[config.mk]
export PLATFORM = sky130hd
export DESIGN_NAME = alu_mc
export DESIGN_NICKNAME = d
export VERILOG_FILES = /design/src/rtl/alu_mc.sv
export SDC_FILE = /design/constraint.sdc
export NUM_CORES = 1
export LEC_CHECK = 0
export CORE_MARGIN = 4
export CORE_UTILIZATION = 60
export CTS_CLUSTER_DIAMETER = 100
export DETAILED_ROUTE_END_ITERATION = 8
export DONT_BUFFER_PORTS = 1
export HOLD_SLACK_MARGIN = 0.08
export PLACE_DENSITY = 0.86
export SLEW_MARGIN = 0
export SYNTH_ARGS = -nofsm -noshare
export SYNTH_HDL_FRONTEND = slang
export SYNTH_SLANG_ARGS = --single-unit
[constraint.sdc]
create_clock -name clk -period 9.1 [get_ports clk]
set_input_delay 0.91 -clock clk [delete_from_list [all_inputs] [get_ports clk]]
set_output_delay 0.91 -clock clk [all_outputs]
set_load 0.05 [all_outputs]
[src/rtl/alu_mc.sv]
// alu_mc: multi-cycle 8051 ALU with a start/busy/done handshake.
// Single-cycle ops finish one edge after start. MUL (shift-add) and DIV
// (restoring) iterate WIDTH times and return both result halves.
// Optional feature macro ALU_MC_DIV_EN: when defined, the iterative divider
// is built; when undefined, op 6 finishes in one cycle with zero results
// and OV set.
module alu_mc #(
  parameter int WIDTH = 8,
  parameter int SEL_W = $clog2(WIDTH)
) (
  input  logic             clk,
  input  logic             rst,
  input  logic             start,
  input  logic [3:0]       alu_op,
  input  logic [WIDTH-1:0] a_data,
  input  logic [WIDTH-1:0] b_data,
  input  logic [SEL_W-1:0] bit_sel,
  input  logic [7:0]       psw_in,
  output logic             busy,
  output logic             done,
  output logic [WIDTH-1:0] ans,
  output logic [WIDTH-1:0] ans_hi,
  output logic [7:0]       psw_out
);

  localparam logic [3:0] OP_ADD  = 4'd0;
  localparam logic [3:0] OP_ADDC = 4'd1;
  localparam logic [3:0] OP_INC  = 4'd2;
  localparam logic [3:0] OP_DEC  = 4'd3;
  localparam logic [3:0] OP_SUBB = 4'd4;
  localparam logic [3:0] OP_MUL  = 4'd5;
  localparam logic [3:0] OP_DIV  = 4'd6;
  localparam logic [3:0] OP_ANL  = 4'd7;
  localparam logic [3:0] OP_ORL  = 4'd8;
  localparam logic [3:0] OP_XRL  = 4'd9;
  localparam logic [3:0] OP_SETB = 4'd10;
  localparam logic [3:0] OP_CLR  = 4'd11;
  localparam logic [3:0] OP_CPLA = 4'd12;
  localparam logic [3:0] OP_MOV  = 4'd13;
  localparam logic [3:0] OP_CPLB = 4'd14;
  localparam logic [3:0] OP_RSV  = 4'd15;

  localparam logic [WIDTH-1:0] ONE      = WIDTH'(1);
  localparam logic [SEL_W-1:0] CNT_ONE  = SEL_W'(1);
  localparam logic [SEL_W-1:0] CNT_INIT = SEL_W'(WIDTH - 1);

  typedef enum logic [1:0] {IDLE, CALC, DONE} state_t;

  state_t           state;
  logic [3:0]       op_q;
  logic [WIDTH-1:0] a_q;
  logic [WIDTH-1:0] b_q;
  logic [SEL_W-1:0] sel_q;
  logic [7:0]       psw_q;
  logic [WIDTH-1:0] hi_q;
  logic [WIDTH-1:0] lo_q;
  logic [SEL_W-1:0] cnt_q;

  logic             iter_op;
  logic [WIDTH:0]   mul_sum;
  logic [WIDTH-1:0] step_hi;
  logic [WIDTH-1:0] step_lo;
  logic             cin;
  logic [WIDTH:0]   add_full;
  logic [WIDTH:0]   sub_full;
  logic [WIDTH-1:0] bit_mask;
  logic [WIDTH-1:0] res;
  logic [WIDTH-1:0] res_hi;
  logic [7:0]       psw_next;
`ifdef ALU_MC_DIV_EN
  logic [WIDTH:0]   div_shift;
  logic [WIDTH-1:0] div_diff;
  logic             div_ge;
`endif

  // Decide whether the op being requested needs the iterative datapath.
  always_comb begin
    iter_op = (alu_op == OP_MUL);
`ifdef ALU_MC_DIV_EN
    if ((alu_op == OP_DIV) && (b_data != '0)) iter_op = 1'b1;
`endif
  end

  // One iteration of shift-add multiply or restoring divide on {hi_q, lo_q}.
  always_comb begin
    mul_sum = {1'b0, hi_q} + (lo_q[0] ? {1'b0, b_q} : '0);
    step_hi = mul_sum[WIDTH:1];
    step_lo = {mul_sum[0], lo_q[WIDTH-1:1]};
`ifdef ALU_MC_DIV_EN
    div_shift = {hi_q, lo_q[WIDTH-1]};
    div_diff  = div_shift[WIDTH-1:0] - b_q;
    div_ge    = (div_shift >= {1'b0, b_q});
    if (op_q == OP_DIV) begin
      step_hi = div_ge ? div_diff : div_shift[WIDTH-1:0];
      step_lo = {lo_q[WIDTH-2:0], div_ge};
    end
`endif
  end

  // Final result and PSW from the latched operands; carries into bit 4 and
  // into the MSB are recovered as a^b^sum at that bit position.
  always_comb begin
    res      = '0;
    res_hi   = '0;
    psw_next = psw_q;
    cin      = ((op_q == OP_ADDC) || (op_q == OP_SUBB)) ? psw_q[7] : 1'b0;
    add_full = {1'b0, a_q} + {1'b0, b_q} + {{WIDTH{1'b0}}, cin};
    sub_full = {1'b0, a_q} - {1'b0, b_q} - {{WIDTH{1'b0}}, cin};
    bit_mask = ONE << sel_q;
    case (op_q)
      OP_ADD, OP_ADDC: begin
        res         = add_full[WIDTH-1:0];
        psw_next[7] = add_full[WIDTH];
        psw_next[6] = a_q[4] ^ b_q[4] ^ add_full[4];
        psw_next[2] = a_q[WIDTH-1] ^ b_q[WIDTH-1] ^ add_full[WIDTH-1] ^ add_full[WIDTH];
      end
      OP_SUBB: begin
        res         = sub_full[WIDTH-1:0];
        psw_next[7] = sub_full[WIDTH];
        psw_next[6] = a_q[4] ^ b_q[4] ^ sub_full[4];
        psw_next[2] = a_q[WIDTH-1] ^ b_q[WIDTH-1] ^ sub_full[WIDTH-1] ^ sub_full[WIDTH];
      end
      OP_INC:  res = a_q + ONE;
      OP_DEC:  res = a_q - ONE;
      OP_MUL: begin
        res         = lo_q;
        res_hi      = hi_q;
        psw_next[7] = 1'b0;
        psw_next[2] = |hi_q;
      end
      OP_DIV: begin
        psw_next[7] = 1'b0;
`ifdef ALU_MC_DIV_EN
        if (b_q == '0) begin
          res         = '1;
          res_hi      = a_q;
          psw_next[2] = 1'b1;
        end else begin
          res         = lo_q;
          res_hi      = hi_q;
          psw_next[2] = 1'b0;
        end
`else
        psw_next[2] = 1'b1;
`endif
      end
      OP_ANL:  res = a_q & b_q;
      OP_ORL:  res = a_q | b_q;
      OP_XRL:  res = a_q ^ b_q;
      OP_SETB: res = a_q | bit_mask;
      OP_CLR:  res = a_q & ~bit_mask;
      OP_CPLA: res = ~a_q;
      OP_MOV:  res = b_q;
      OP_CPLB: res = a_q ^ bit_mask;
      default: ;
    endcase
    if (op_q != OP_RSV) psw_next[0] = ^res;
  end

  // Handshake FSM: latch request, iterate if needed, publish results with done.
  always_ff @(posedge clk or posedge rst) begin
    if (rst) begin
      state   <= IDLE;
      op_q    <= '0;
      a_q     <= '0;
      b_q     <= '0;
      sel_q   <= '0;
      psw_q   <= '0;
      hi_q    <= '0;
      lo_q    <= '0;
      cnt_q   <= '0;
      busy    <= 1'b0;
      done    <= 1'b0;
      ans     <= '0;
      ans_hi  <= '0;
      psw_out <= '0;
    end else begin
      done <= 1'b0;
      case (state)
        IDLE: begin
          if (start) begin
            op_q  <= alu_op;
            a_q   <= a_data;
            b_q   <= b_data;
            sel_q <= bit_sel;
            psw_q <= psw_in;
            hi_q  <= '0;
            lo_q  <= a_data;
            cnt_q <= CNT_INIT;
            busy  <= 1'b1;
            state <= iter_op ? CALC : DONE;
          end
        end
        CALC: begin
          hi_q <= step_hi;
          lo_q <= step_lo;
          if (cnt_q == '0) state <= DONE;
          else             cnt_q <= cnt_q - CNT_ONE;
        end
        DONE: begin
          ans     <= res;
          ans_hi  <= res_hi;
          psw_out <= psw_next;
          done    <= 1'b1;
          busy    <= 1'b0;
          state   <= IDLE;
        end
        default: state <= IDLE;
      endcase
    end
  end

endmodule

# Word-level counts from Yosys, hierarchy flattened

Index checks and enable logic that the tools add are counted.
Widths: inputs -> output; s select.

Register bits: 78
Bits in latches: 0
RAM bits: 0
Bits in read-only memories: 0
Memories: 0

Add/subtract/negate cells: 8
Multiply operators: 0
Divide/modulo/power cells: 0
Magnitude comparators: 0
Eq/ne operators: 21
Shift operators: 1
Muxes and demuxes: 22
Bitwise gates (word level): 16
Reduce and logical (&&, ||, !) cells: 15

Operators by type and width:

| kind                | number |
|---|---|
| $pmux 8 s13         | 1 |
| $mux 8              | 4 |
| $pmux 8 s2          | 2 |
| $eq 4x4->1 const B  | 7 |
| $eq 4x3->1 const B  | 5 |
| $add 8x8->9         | 2 |
| $and 8x8->8         | 2 |
| $not 8->8           | 2 |
| $or 8x8->8          | 2 |
| $xor 8x8->8         | 2 |
| $add 9x1->9         | 1 |
| $sub 8x8->9         | 1 |
| $sub 9x1->9         | 1 |
| $add 8x1->8 const B | 1 |
| $eq 4x2->1 const B  | 2 |
| $reduce_and 2->1    | 4 |
| $reduce_or 8->1     | 1 |
| $reduce_xor 8->1    | 1 |
| $shl 1x3->8 const A | 1 |
| $sub 8x1->8 const B | 1 |
| $xor 1x1->1         | 8 |
| $mux 2              | 3 |
| $mux 3              | 2 |
| $ne 2x2->1 const B  | 3 |
| 18 further kinds    | 24 |

# Longest topological paths before layout

Gate-level depths: netlist of the first run.

Word-level depth: 7
Depth in mapped cells: 18

# Least setup slack after synthesis of the first run

OpenSTA, ideal clock, no wires.

Path type: reg2reg
Start: register op_q[1]
End: register psw_out[0]
Library setup time: 0.135 ns
Arrival time: 3.722 ns
Data required time: 8.965 ns
Slack: 5.243 ns
Stages on the path, launching flop included: 17
Period minus slack after synthesis: 3.857 ns
Cells stage by stage: dfrtp_1 -> buf_4 -> buf_4 -> buf_4 -> buf_2 -> nand2_1 -> nor3_1 -> fa_1 -> nand2b_1 -> a32oi_1 -> o221ai_1 -> a211oi_2 -> xor2_1 -> xnor2_1 -> xnor3_1 -> mux2i_1 -> o311ai_1

Cells in the longest elaborated chain, start to end: 7
Elaborated cells on any way between the ends: 23

Ends and longest elaborated chain:

| what                                       | line     | source |
|---|---|---|
| start: declaration                         | 50       | `logic [3:0] op_q;` |
| start signal: assignment                   | 182      | `op_q <= alu_op;` |
| $eq 4x1->1 or $eq 4x3->1 (tied branches)   | 106, 110 |  |
| $logic_or 1x1->1                           | 106      | `cin = ((op_q == OP_ADDC) \|\| (op_q == OP_SUBB)) ? psw_q[7] : 1'b0;` |
| $mux 1                                     | 106      |  |
| $sub 9x1->9 or $add 9x1->9 (tied branches) | 108, 107 |  |
| $pmux 8 s13                                | 110      | `case (op_q)` |
| $reduce_xor 8->1                           | 157      | `if (op_q != OP_RSV) psw_next[0] = ^res;` |
| $mux 1 *                                   | 157      |  |
| end signal: assignment                     | 203      | `psw_out <= psw_next;` |
| end: declaration                           | 23       | `output logic [7:0] psw_out` |

Mark *: on every way between the ends. The rest lies on a longest branch, timed or not.
A chain may end at the register's enable or synchronous reset.

# Worst setup path in the final report of the first run

Same ends and word-level chain as after synthesis.

==> results of run 1 <==
## worst max-delay path, stage by stage (launching register included)
cell	delay, ns
dfrtp_1	0.57
buf_4	0.31
nor2_1	0.23
nand3_1	0.17
fa_1	0.44
fa_1	0.43
nand2b_1	0.19
a2111oi_1	0.68
nor4_1	0.13
nor3_1	0.22
nand3b_1	0.14
xnor2_1	0.17
xnor3_1	0.25
mux2i_1	0.16
o311ai_1	0.11
## layer usage
| metal | share of wire (%) | global-route usage (%) | wire length, µm |
|---|---|---|---|
| met2 | 45 | 45.1 | 7500 |
| met3 | 8.8 | 5.84 | 1480 |
| met1 | 43 | 40.6 | 7120 |
| met5 | 0 | 0 | 0 |
| met4 | 3.6 | 12.4 | 607 |
## sequential cells by signal (all words and copies together) (netlist names)
signal	cells
ans_hi	8
b_q	8
sel_q	3
lo_q	8
cnt_q	3
busy	1
a_q	8
op_q	4
psw_out	8
done	1
hi_q	8
ans	8
psw_q	8
state	2
## cells in the final DEF, fill, tap and decap left out, types with 7 or more instances in the layout
cell / count
dfrtp_1: 78
a211oi_1: 7
xor2_1: 8
nand2_1: 84
a21oi_1: 43
xnor2_1: 22
buf_4: 8
nand3_1: 15
and2_1: 9
mux2i_1: 12
ha_1: 37
inv_1: 42
a22oi_1: 13
nor2_1: 24
nand2b_1: 7
nor3_1: 9
o21ai_0: 58
nand3b_1: 7
mux2_2: 15
nor2b_1: 16
clkbuf_8: 9
## stage by stage
step	setup slack, ns	hold slack [ns]	cell area, µm²
finish	4.76	0.467	6120
global route	4.46	0.515	6120
CTS	4.84	0.471	6120
detailed placement	4.88	0.451	5920
global placement	5.04	0.441	5920
floorplan	5.24	0.435	5890
## area by class of cell
type | count | area share, %
flip-flops and latches | 78 | 31.9
inverters | 44 | 2.72
well taps | 129 | 2.64
clock inverters | 7 | 1.31
multi-input cells | 508 | 58.4
clock buffers | 9 | 2.02
repair buffers | 8 | 0.981
## worst min path at each step
stage               startpoint    endpoint
floorplan             psw_q[1]  psw_out[1]
global placement      psw_q[3]  psw_out[3]
detailed placement    psw_q[3]  psw_out[3]
CTS                   psw_q[3]  psw_out[3]
global route          psw_q[3]  psw_out[3]
finish                psw_q[3]  psw_out[3]
## cells by family after synthesis
group                      count (synthesis)  synth area share (%)
and+or+nand+nor                          213                  19.2
AOI/OAI and AO/OA                        192                  21.2
buffers and inverters                     81                  6.25
DFF                                       78                  33.1
adders and majority gates                 43                  9.90
xor gates and xnor gates                  31                  4.84
muxes                                     29                  5.42
## power by group through the flow
stage	clock, µW	combinational (µW)	sequential [µW]
after global placement	0	804	657
after CTS	278	837	654
after floorplan	0	700	607
after global routing	291	929	668
after detailed placement	0	831	661
final	274	852	656
==> metrics.md, run 1 <==
| Metric | Value |
|---|---|
| Outcome | `finished, final reports clean` |
| Primary FF master, synth | `dfrtp_1` |
| Async S/R FF share, synth | `100%` |
| Worst R2R Setup Slack | `4.76 ns` |
| Max cap viols | `0` |
| GRT Residual Overflow | `0` |
| Layout cells sized above 1 | `about 9%` |
| First-pass GRT wire length | `about 26000 µm` |
| DP Cell Count | `~770` |
| Gr usage total | `29.5%` |
| Flops & latches, synth | `78` |
| Setup crit start kind | `flip-flop` |
| Final period utilization | `a little under half` |
| Worst-case clock buffer depth | `2` |
| Core Util, Final | `65.0%` |
| Drt drc | `0` |
| Crit end category | `flip-flop` |
| Seq/Total Area, Yosys | `about a third` |
| Data required time of the worst path | `between 9 and 10 ns` |
| R2r endpoint | `psw_out[0]` |
| FF-to-FF Start | `op_q[1]` |
| Worst Path Arrival | `~4.6 ns` |
| Internal power | `roughly 940 µW` |
| Yosys top cell by area | `dfrtp_1` |
| Critical Path Sink | `psw_out[0]` |
| Post-synth EDFFs | `0` |
| Initial antenna violation count | `0` |
| Clk sinks | `78` |
| Hold Fails Final Rpt | `0` |
| Critical path launch point | `op_q[1]` |
| Antenna-violating nets left | `0` |
| Core ar. | `9420 µm²` |
| Hold Path Class | `flip-flop to flip-flop` |
| Worst vdd ir | `~0.00016 V` |
| Final setup vio count | `0` |
| Max H-tree Level | `3` |
| Hold_buf cts | `0` |
| Via/cell ratio | `roughly 6.5` |
| Largest net degree at the start of global routing | `between 70 and 80` |
| Number of antenna diodes | `0` |
| Fmax | `~230 MHz` |
| CP Class | `flip-flop to flip-flop` |
| CTS buffer count | `9` |
| Avg Synthesized Cell Area | `slightly below 9 µm²` |
| Worst-Skew Late Latency | `0.37 ns` |
| Worst-path clk slew | `approximately 0.090 ns` |
| Post-CTS sizing | `0` |
| Sequential share of power | `between 30% and 40%` |
| Setup TNS | `0 ns` |
| Final HPWL DP | `approximately 13000 µm` |
| Post-CTS Repair Setup Buffers | `0` |
| Pwr/cell area | `slightly below 300 nW/µm²` |
| Mapped cell area | `approximately 5900 µm²` |
| Final Critical Period | `4.34 ns` |
| R2R depth | `14` |
| Synth top area share | `approximately 33%` |
| Sequential cell area | `between 1500 and 2000 µm²` |
| Initial core utilization | `a little over three fifths` |
| Maximum fanout along the worst path | `21` |
| Vias in the first global route | `between 4000 and 5000` |
| Initial detailed-routing violation count | `roughly 720` |
| RSZ-0062 raised after global routing | `no` |
| Die area | `around 11000 µm²` |
| Leak | `approximately 0.0028 µW` |
| Synth warn | `0` |
| Max Slew Vio Count | `0` |
| Sw Share | `around 47%` |
| Rel. slew slack | `between 20% and 30%` |
| Cell Count, Final, Fillers Out | `slightly below 800` |
| Worst slew pin tran | `approximately 1.1 ns` |
| Sw Pwr | `843 µW` |
| Gp weighted congestion | `between 1 and 1.5` |
| Avg WL per Cell | `21.3 µm` |
| Die Ht | `~110 µm` |
| CTS tree | `yes` |
| Area growth syn-to-layout | `3.93%` |
| Final clock skew | `0.0108 ns` |
| Fill count | `775` |
| Synth cell types | `74` |
| Post-Synthesis Cells | `about 670` |
| Die Wd | `about 110 µm` |
| Tot Pwr | `about 1800 µW` |
| Pre-antenna DRT Iters | `5` |
| Synth area leaders | `dfrtp_1 (33%), ha_1 (7.9%), nand2_1 (5.4%), o21ai_0 (4.9%), a21oi_1 (3.7%)` |
| Hold path cells | `2` |
| Rows | `35` |
| Root buf cell | `clkbuf_8` |
| Combinational share of power | `about 48%` |
| Nets | `about 730` |
| Clock power frac | `about 15%` |
| Via count | `around 5000` |
| Most frequent cell after synthesis | `nand2_1` |
| Synth cell count leaders | `nand2_1 (84), dfrtp_1 (78), o21ai_0 (58)` |
| Boundary pin count | `60` |
| IO Port Bufs | `0` |
| Multi-input logic area | `3580 µm²` |
| Mapped Nets | `between 700 and 800` |
| Routed WL | `between 15000 and 20000 µm` |
Note: power is estimated with default switching activity, not from simulation.
==> run 2: changes to the inputs <==
--- a/config.mk
+++ b/config.mk
@@ -6,12 +6,12 @@
 export NUM_CORES = 1
 export LEC_CHECK = 0
 export CORE_MARGIN = 4
-export CORE_UTILIZATION = 60
+export CORE_UTILIZATION = 59
 export CTS_CLUSTER_DIAMETER = 100
 export DETAILED_ROUTE_END_ITERATION = 8
 export DONT_BUFFER_PORTS = 1
 export HOLD_SLACK_MARGIN = 0.08
-export PLACE_DENSITY = 0.86
+export PLACE_DENSITY = 0.88
 export SLEW_MARGIN = 0
 export SYNTH_ARGS = -nofsm -noshare
 export SYNTH_HDL_FRONTEND = slang
==> constraint.sdc (replaced) <==
create_clock -name clk -period 3.9 [get_ports clk]
set_input_delay 0.39 -clock clk [delete_from_list [all_inputs] [get_ports clk]]
set_output_delay 0.39 -clock clk [all_outputs]
set_load 0.05 [all_outputs]
==> run 2 against run 1 <==
  * Register-to-register slack worse by 4.5 ns
  * Combinational power is 140% higher
  * Clock power is 140% higher
  * Sequential power is 130% higher
  * Count of clock-buffer cells in the layout stayed put
  * Critical endpoint unchanged
  * Largest cell class unchanged
  * Largest power group unchanged
==> metrics.md, run 2 (synthesis gave the netlist of run 1 again) <==
| Metric | Value |
|---|---|
| Final Critical Period | `3.59 ns (-0.749 ns)` |
| RSZ-0062 raised after global routing | `no` |
| Setup Slack @ Placement | `0.238 ns (-4.65 ns)` |
| Worst path bufs/invs | `0 (-1)` |
| Worst-Skew Late Latency | `0.35 ns (-0.02 ns)` |
| Data required time of the worst path | `4.13 ns (-5.21 ns)` |
| Area growth syn-to-layout | `5.10%` |
| Critical path launch point | `op_q[2]` |
| Pwr/cell area | `680 nW/µm² (+130%)` |
| Drt drc | `0 (unchanged)` |
| Hold Path Class | `input pin to flip-flop` |
| Final worst slack | `0.307 ns (-4.45 ns)` |
| Vias in the first global route | `4883 (-0.93%)` |
| Layout cells sized above 1 | `9.70% (+0.83 points)` |
| CP Class | `flip-flop to flip-flop` |
| Most frequent cells in the layout | `nand2_1 (84), dfrtp_1 (78), o21ai_0 (58)` |
| Gr usage total | `28.1% (-1.4 points)` |
| CTS tree | `yes` |
| Rows | `36 (+2.9%)` |
| Leak | `0.00280 µW (+1.2%)` |
| Final setup vio count | `0 (unchanged)` |
| Initial detailed-routing violation count | `659 (-8.3%)` |
| Die Ht | `108 µm (+0.78%)` |
| CTS buffer count | `9 (unchanged)` |
| Final clock skew | `0.0151 ns (+0.00428 ns)` |
| Worst R2R Setup Slack | `0.31 ns (-4.45 ns)` |
| Setup crit start kind | `flip-flop` |
| Routed WL | `16400 µm (-1.9%)` |
| Gp weighted congestion | `1.05 (-2.8%)` |
| Antenna-violating nets left | `0 (unchanged)` |
| Initial antenna violation count | `0 (unchanged)` |
| Final period utilization | `92.1% (+44 points)` |
| Sw Pwr | `2000 µW (+140%)` |
| Nets | `732 (+0.83%)` |
| CP dominant cell by count | `fa_1` |
| Worst vdd ir | `0.000463 V (+190%)` |
| Fill count | `836 (+7.9%)` |
| GRT Residual Overflow | `0 (unchanged)` |
| Most common cell after layout, fill and taps aside | `nand2_1` |
| Crit path max-delay cell type | `a2111oi_2` |
| Via count | `5256 (+3.4%)` |
| First-pass GRT wire length | `25500 µm (-3.6%)` |
| Post-CTS Repair Setup Buffers | `0 (unchanged)` |
| Worst slew pin tran | `0.937 ns (-0.199 ns)` |
| Internal power | `2220 µW (+140%)` |
| Maximum fanout along the worst path | `3 (-86%)` |
| Clock power frac | `15.5% (about the same)` |
| Die Wd | `108 µm (+0.78%)` |
| Worst Path Arrival | `3.82 ns (-0.76 ns)` |
| Max Slew Vio Count | `0 (unchanged)` |
| IO Port Bufs | `0 (unchanged)` |
| Clk sinks | `78 (unchanged)` |
| Sequential cell area | `1950 µm² (unchanged)` |
| Outcome | `finished, final reports clean` |
| Core ar. | `9730 µm² (+3.3%)` |
| Hold Fails Final Rpt | `0 (unchanged)` |
| WP depth | `13 (-1)` |
| Worst-case clock buffer depth | `2 (unchanged)` |
| Setup TNS | `0 ns (unchanged)` |
| Final HPWL DP | `12500 µm (about the same)` |
| Max H-tree Level | `3 (unchanged)` |
| Pre-antenna DRT Iters | `6 (+1)` |
| Multi-input logic area | `3580 µm² (+0.14%)` |
| Combinational share of power | `48.5% (+0.7 points)` |
| Top delay family on crit path | `adder cells` |
| Fmax | `278 MHz (+21%)` |
| Number of antenna diodes | `0 (unchanged)` |
| Avg WL per Cell | `20.7 µm (-3.2%)` |
| Largest net degree at the start of global routing | `45 (-43%)` |
| Root buf cell | `clkbuf_8` |
| Crit-path cells | `xor2_1 > nand3_1 > fa_1 > fa_1 > nand2b_1 > a2111oi_2 > nor4_1 > nor3_1 > nand3b_1 > xnor2_1 > xnor3_1 > mux2i_1 > o311ai_1` |
| Initial core utilization | `60.5% (-2.0 points)` |
| Die area | `11600 µm² (+1.6%)` |
| R2R depth | `13 (-1)` |
| Boundary pin count | `60 (unchanged)` |
| Via/cell ratio | `6.63 (+2.1%)` |
| Slowest stage delay, CP | `0.50 ns (-0.18 ns)` |
| Sequential share of power | `36.0% (-0.8 points)` |
| FF-to-FF Start | `op_q[2]` |
| Worst-path clk slew | `0.09 ns (about the same)` |
| Crit end category | `flip-flop` |
| Critical Path Sink | `psw_out[0]` |
| Max cap viols | `0 (unchanged)` |
| R2r endpoint | `psw_out[0]` |
| Rel. slew slack | `37.4% (+14 points)` |
| Sw Share | `47.4% (+0.093 points)` |
[run 2: changes by cell type in the layout (fill, tap and decap cells not counted)]
| cell | previous run | this run |
|---|---|---|
| clkinv_2 | 2 | 1 |
| a2111oi_2 | 0 | 1 |
| clkinv_8 | 0 | 1 |
| dlygate4sd3_1 | 0 | 1 |
| a2111oi_1 | 1 | 0 |
| buf_4 | 8 | 13 |
[run 2: worst min path at each step]
stage,cells past startpoint,end,startpoint,slack [ns]
after floorplan,2,psw_out[1],psw_q[1],0.43
after global placement,1,ans_hi[5],rst,0.40
after detailed placement,1,ans_hi[7],rst,0.41
after CTS,2,a_q[7],a_data[7],0.16
after global routing,2,a_q[7],a_data[7],0.14
final,2,a_q[7],a_data[7],0.16
[run 2: timing repair]
action	4_1_cts	5_1_grt
hold buffers	1	0
resized for setup	0	1
endpoints found under the hold margin	43	0
setup endpoints to repair	0	2
[run 2: power groups by stage]
stage	Clock (µW)	Combinational (µW)	Sequential (µW)
2_1_floorplan	0	1630	1420
3_3_place_gp	0	1920	1510
3_5_place_dp	0	1980	1530
4_1_cts	653	1990	1510
5_1_grt	695	2220	1540
6_report	652	2040	1520
[run 2: final cells by class]
class                   count  area share (%)
repair buffers             14            1.74
inverters                  44            2.69
clock inverters             7            1.48
flip-flops and latches     78            31.5
multi-input cells         508            57.9
clock buffers               9            2.00
well taps                 133            2.69
[run 2: per-stage QoR]
step	cell area, µm²	hold WS, ns	std cells	util [%]	total power (µW)
3_5_place_dp	5960	0.411	776	61.2	3510
5_1_grt	6190	0.139	793	63.6	4450
4_1_cts	6180	0.156	793	63.6	4160
3_3_place_gp	5960	0.403	776	61.2	3440
2_1_floorplan	5890	0.435	667	-	3050
6_report	6190	0.158	793	63.6	4210
[run 2: layer usage]
metal	routed length [µm]	part of all wire (%)	GRT usage, %	vias up
li1	-	-	-	2367
met1	6830	42	39.1	2533
met2	7440	45	43.4	310
met3	1530	9.3	5.28	46
met4	574	3.5	10.8	0
met5	0	0	0	-
[run 2: worst reg2reg max path, cell delays in order, from the launching register on]
cell	delay, ns
dfrtp_1	0.42
xor2_1	0.16
nand3_1	0.14
fa_1	0.43
fa_1	0.44
nand2b_1	0.20
a2111oi_2	0.50
nor4_1	0.11
nor3_1	0.22
nand3b_1	0.14
xnor2_1	0.19
xnor3_1	0.25
mux2i_1	0.16
o311ai_1	0.11
